**config.mk**
```make
export PLATFORM = sky130hd
export DESIGN_NAME = btn_load_conditioner
export DESIGN_NICKNAME = d
export VERILOG_FILES = /design/src/rtl/btn_load_conditioner_pkg.sv /design/src/rtl/btn_debounce.sv /design/src/rtl/btn_load_conditioner.sv
export SDC_FILE = /design/constraint.sdc
export NUM_CORES = 1
export LEC_CHECK = 0
export ABC_AREA = 1
export CAP_MARGIN = 20
export CORE_ASPECT_RATIO = 1.2
export CORE_MARGIN = 1.5
export CORE_UTILIZATION = 55
export CTS_CLUSTER_SIZE = 25
export DETAILED_ROUTE_END_ITERATION = 12
export PLACE_DENSITY = 0.76
export SYNTH_ARGS = -nofsm -noshare
export SYNTH_HDL_FRONTEND = slang
export SYNTH_SLANG_ARGS = --single-unit
export TNS_END_PERCENT = 5
```
**constraint.sdc**
```tcl
create_clock -name clk -period 3.06 [get_ports clk]
set_clock_uncertainty 0.15 [all_clocks]
set_input_delay 0.459 -clock clk [delete_from_list [all_inputs] [get_ports clk]]
set_output_delay 0.459 -clock clk [all_outputs]
set_load 0.03 [all_outputs]
```
**src/rtl/btn_load_conditioner_pkg.sv**
```systemverilog
// Shared definitions for the operand-load button conditioner.
// Debouncer state encoding and the board default debounce length.
package btn_load_conditioner_pkg;

  typedef enum logic [1:0] {
    IDLE      = 2'd0,
    PRESS_CHK = 2'd1,
    HELD      = 2'd2,
    REL_CHK   = 2'd3
  } dbn_state_t;

  localparam int DEF_DEBOUNCE_CYCLES = 16;

endpackage

```
**src/rtl/btn_debounce.sv**
```systemverilog
// One button channel: 2-FF sync, debounce FSM, registered
// one-shot load pulse and debounced held level.
module btn_debounce
  import btn_load_conditioner_pkg::*;
#(
  parameter int DEBOUNCE_CYCLES = DEF_DEBOUNCE_CYCLES
) (
  input  logic clk,
  input  logic rst,
  input  logic btn,
  output logic load,
  output logic held
);

  localparam int CNT_W = $clog2(DEBOUNCE_CYCLES) + 1;
  localparam logic [CNT_W-1:0] CNT_MAX =
    CNT_W'(DEBOUNCE_CYCLES - 1);

  dbn_state_t       state;
  dbn_state_t       state_nxt;
  logic [CNT_W-1:0] cnt;
  logic [CNT_W-1:0] cnt_nxt;
  logic             s1;
  logic             s2;
  logic             load_nxt;
  logic             held_nxt;

  always_ff @(posedge clk) begin
    if (rst) begin
      s1    <= 1'b0;
      s2    <= 1'b0;
      state <= IDLE;
      cnt   <= '0;
      load  <= 1'b0;
      held  <= 1'b0;
    end else begin
      s1    <= btn;
      s2    <= s1;
      state <= state_nxt;
      cnt   <= cnt_nxt;
      load  <= load_nxt;
      held  <= held_nxt;
    end
  end

  always_comb begin
    state_nxt = state;
    cnt_nxt   = cnt;
    load_nxt  = 1'b0;
    held_nxt  = held;
    unique case (state)
      IDLE: begin
        if (s2) begin
          state_nxt = PRESS_CHK;
          cnt_nxt   = '0;
        end
      end
      PRESS_CHK: begin
        if (!s2) begin
          state_nxt = IDLE;
          cnt_nxt   = '0;
        end else if (cnt == CNT_MAX) begin
          state_nxt = HELD;
          cnt_nxt   = '0;
          load_nxt  = 1'b1;
          held_nxt  = 1'b1;
        end else begin
          cnt_nxt = cnt + 1'b1;
        end
      end
      HELD: begin
        if (!s2) begin
          state_nxt = REL_CHK;
          cnt_nxt   = '0;
        end
      end
      REL_CHK: begin
        // a high sample here is release bounce
        if (s2) begin
          state_nxt = HELD;
          cnt_nxt   = '0;
        end else if (cnt == CNT_MAX) begin
          state_nxt = IDLE;
          cnt_nxt   = '0;
          held_nxt  = 1'b0;
        end else begin
          cnt_nxt = cnt + 1'b1;
        end
      end
    endcase
  end

endmodule

```
**src/rtl/btn_load_conditioner.sv**
```systemverilog
// Conditions the two raw load buttons into one-cycle
// operand-register load pulses; wiring only.
module btn_load_conditioner
  import btn_load_conditioner_pkg::*;
#(
  parameter int DEBOUNCE_CYCLES = DEF_DEBOUNCE_CYCLES
) (
  input  logic clk,
  input  logic rst,
  input  logic btnLoadA,
  input  logic btnLoadB,
  output logic loadA,
  output logic loadB,
  output logic heldA,
  output logic heldB
);

  btn_debounce #(
    .DEBOUNCE_CYCLES(DEBOUNCE_CYCLES)
  ) u_dbn_a (
    .clk (clk),
    .rst (rst),
    .btn (btnLoadA),
    .load(loadA),
    .held(heldA)
  );

  btn_debounce #(
    .DEBOUNCE_CYCLES(DEBOUNCE_CYCLES)
  ) u_dbn_b (
    .clk (clk),
    .rst (rst),
    .btn (btnLoadB),
    .load(loadB),
    .held(heldB)
  );

endmodule

```
==> flow_summary.yaml <==
logic_synthesis:
  synthXorXnorAreaFrac_pct: 1.82
  synth_top_area_share_pct: 45.7
  synth_top_family_by_area: "simple AND/OR/NAND/NOR gates"
  synth_area_um2: 965
  seq_area_frac_synth_pct: 45.7
  syn_nets: 132
  synth.top_cells.by_area: "dfxtp_1, nand2_1, inv_1"
  synth_cell_types: 23
  synth_compound_area_share_pct: 12.2
  synth_fa_ha_area_share_pct: 2.59
  ys_warn_count: 0
  muxShareOfSynthArea_pct: 0
  synth_cells: 126
  synth_area_per_cell_um2: 7.66
  synth-simple-area-share_pct: 30.2
  synth_area_leader_cell: "dfxtp_1"
  ys_ff_latch: 22
timing:
  finalMaxSlewViolations: 0
  finalHoldViolCount: 0
  setup_viol_count_final: 0
  rsz0062_at_grt: "false"
  min_period_ns: 1.95
  finalCritPeriodShare_pct: 63.7
  setup_tns_ns: 0
  tightest_slew_ns: 0.307
  clock.fmax_mhz: 513
  hold_slack_ns: 0.274
  maxSlewHeadroom_pct: 79.4
cts:
  clock_path_buffers: 2
  cts.sink_count: 22
  cts_inserted_buffers: 3
  htreeDepth: 1
  post_cts_buffers: 0
  holdBufCountCts: 0
  post_cts_resized: 0
  cts-root-buf: "clkbuf_4"
  cts_tree: "built"
  insertion_delay_ns: 0.31
  clk_pin_slew_ns: 0.12
power:
  ir_drop_uv: 300
  power_density_nw_per_um2: 491
  p_leak_nw: 0.465
  fin_total_pwr_mw: 0.546
drt:
  vias: 786
  drcViolationCount: 0
  via_per_inst: 5.07
  wire_per_inst_um: 10.4
  ant_nets: 0
  routed_wirelength_um: 1610
  drt_iter0_markers: 14
  first_pass_iters: 4
layout:
  final_util_pct: 67.8
  final_common_cell: "nand2_1"
  nNetsFinal: 144
  fill_cells: 158
  n_antenna_cell: 0
  final_cell_area_um2: 1110
  area_delta_synth_final_pct: 15.3
  drive_gt1_share_pct: 16.8
  final_cell_mix: "nand2_1, dfxtp_1, inv_1, nor2_1, a21oi_1"
worst_setup_path:
  path_class: "reg -> out"
  reg2reg_from: "u_dbn_a.cnt[0]"
  crit_slowest_cell: "clkdlybuf4s50_1"
  cp_max_fo: 2
  r2r_setup_slack_ns: 1.65
  critPathLaunchType: "flip-flop"
  cp.required_ns: 2.45
  r2r-end: "u_dbn_a.held"
  cp_data_arrival_time_ns: 1.34
  crit_family: "buffers and inverters"
  critPathCaptureType: "primary output"
  max_stage_delay_ns: 0.67
  r2r_cells: 5
  critPathBufInv: 1
  path_cells: "clkdlybuf4s50_1"
global_route:
  grt_pass1_vias: 727
  grtUsageTotal_pct: 19.8
  antenna_found_initial: 0
  grt_pass1_wl_um: 2800
  grt_overflow: 0
  grt_max_degree: 16
hold_path:
  whs_endpoint: "u_dbn_a.s2"
  whs_path_depth: 2
  hp-class: "reg -> reg"
  min_from: "u_dbn_a.s1"
floorplan:
  dieArea_um2: 2020
  start_util_pct: 58.8
  die_h_um: 48.9
  die-width_um: 41.2
  io_pins: 8
  core_um2: 1640
  rows: 16
run:
  cap_viol_max_count: 0
outcome:
  outcome: "finished clean"
placed_design:
  post-dp-hpwl_um: 1210
  io_buffers: 7
  placed_area_um2: 1060
  routabilityCongestion: 0.792
synthesized netlist by cell type, drive strengths merged:
master	number
nand2	32
dfxtp	22
inv	18
nor2	15
a21oi	10
o21ai	9
nand3	6
nor3	4
nand4	3
ha	2
xnor2	2
a211oi	1
buf	1
o21bai	1
how the worst max path moves through the flow:
stage / startpoint / endpoint / slack, ns / cells past startpoint
after detailed placement: rst / u_dbn_a.held / 1.27 / 5
after global routing: u_dbn_b.held / heldB / 1.04 / 1
after global placement: rst / u_dbn_a.held / 1.30 / 5
after CTS: u_dbn_a.held / heldA / 1.09 / 1
after floorplan: u_dbn_a.cnt[0] / flip-flop / 1.84 / 5
final: u_dbn_a.held / heldA / 1.11 / 1
flip-flops by register name (all words and copies together), names as in the netlist, named ones only:
signal	count
u_dbn_a.held	1
u_dbn_b.load	1
u_dbn_b.held	1
u_dbn_a.cnt	5
u_dbn_a.state	1
u_dbn_b.s1	1
u_dbn_a.load	1
u_dbn_a.s2	1
u_dbn_a.s1	1
u_dbn_b.state	1
u_dbn_b.cnt	5
u_dbn_b.s2	1
per-stage QoR:
stage / setup slack [ns] / std cells
floorplan: 1.84 / 126
global placement: 1.30 / 151
detailed placement: 1.27 / 151
CTS: 1.09 / 155
global route: 1.04 / 155
finish: 1.11 / 155
power breakdown:
group	internal, mW	switching [mW]	total, mW
registers	0.291	0.00417	0.295
logic	0.0117	0.0192	0.0309
clock network	0.133	0.0878	0.220
metal layers:
layer  GRT usage, %  wire length, um
met4           11.3               44
met3           2.74               36
met1           26.5              811
met2           29.2              713
met5              0                0
cell families after synthesis:
| kind of cell | count (synthesis) |
|---|---|
| AND/OR/NAND/NOR | 60 |
| AO/OA/AOI/OAI | 21 |
| XOR/XNOR | 2 |
| adder cells (fa/ha/maj) | 2 |
| buffers and inverters | 19 |
| flip-flops | 22 |
final cells by class:
type                            instances  area [um^2]  area share (%)
Clock inverter                          1         30.0            2.70
Timing Repair Buffer                    8         77.6            6.97
Clock buffer                            3         22.5            2.02
Multi-Input combinational cell         85          452            40.6
Sequential cell                        22          440            39.6
Inverter                               18         67.6            6.07
Tap cell                               18         22.5            2.02
No activity file was read; power rests on OpenSTA's default activity.
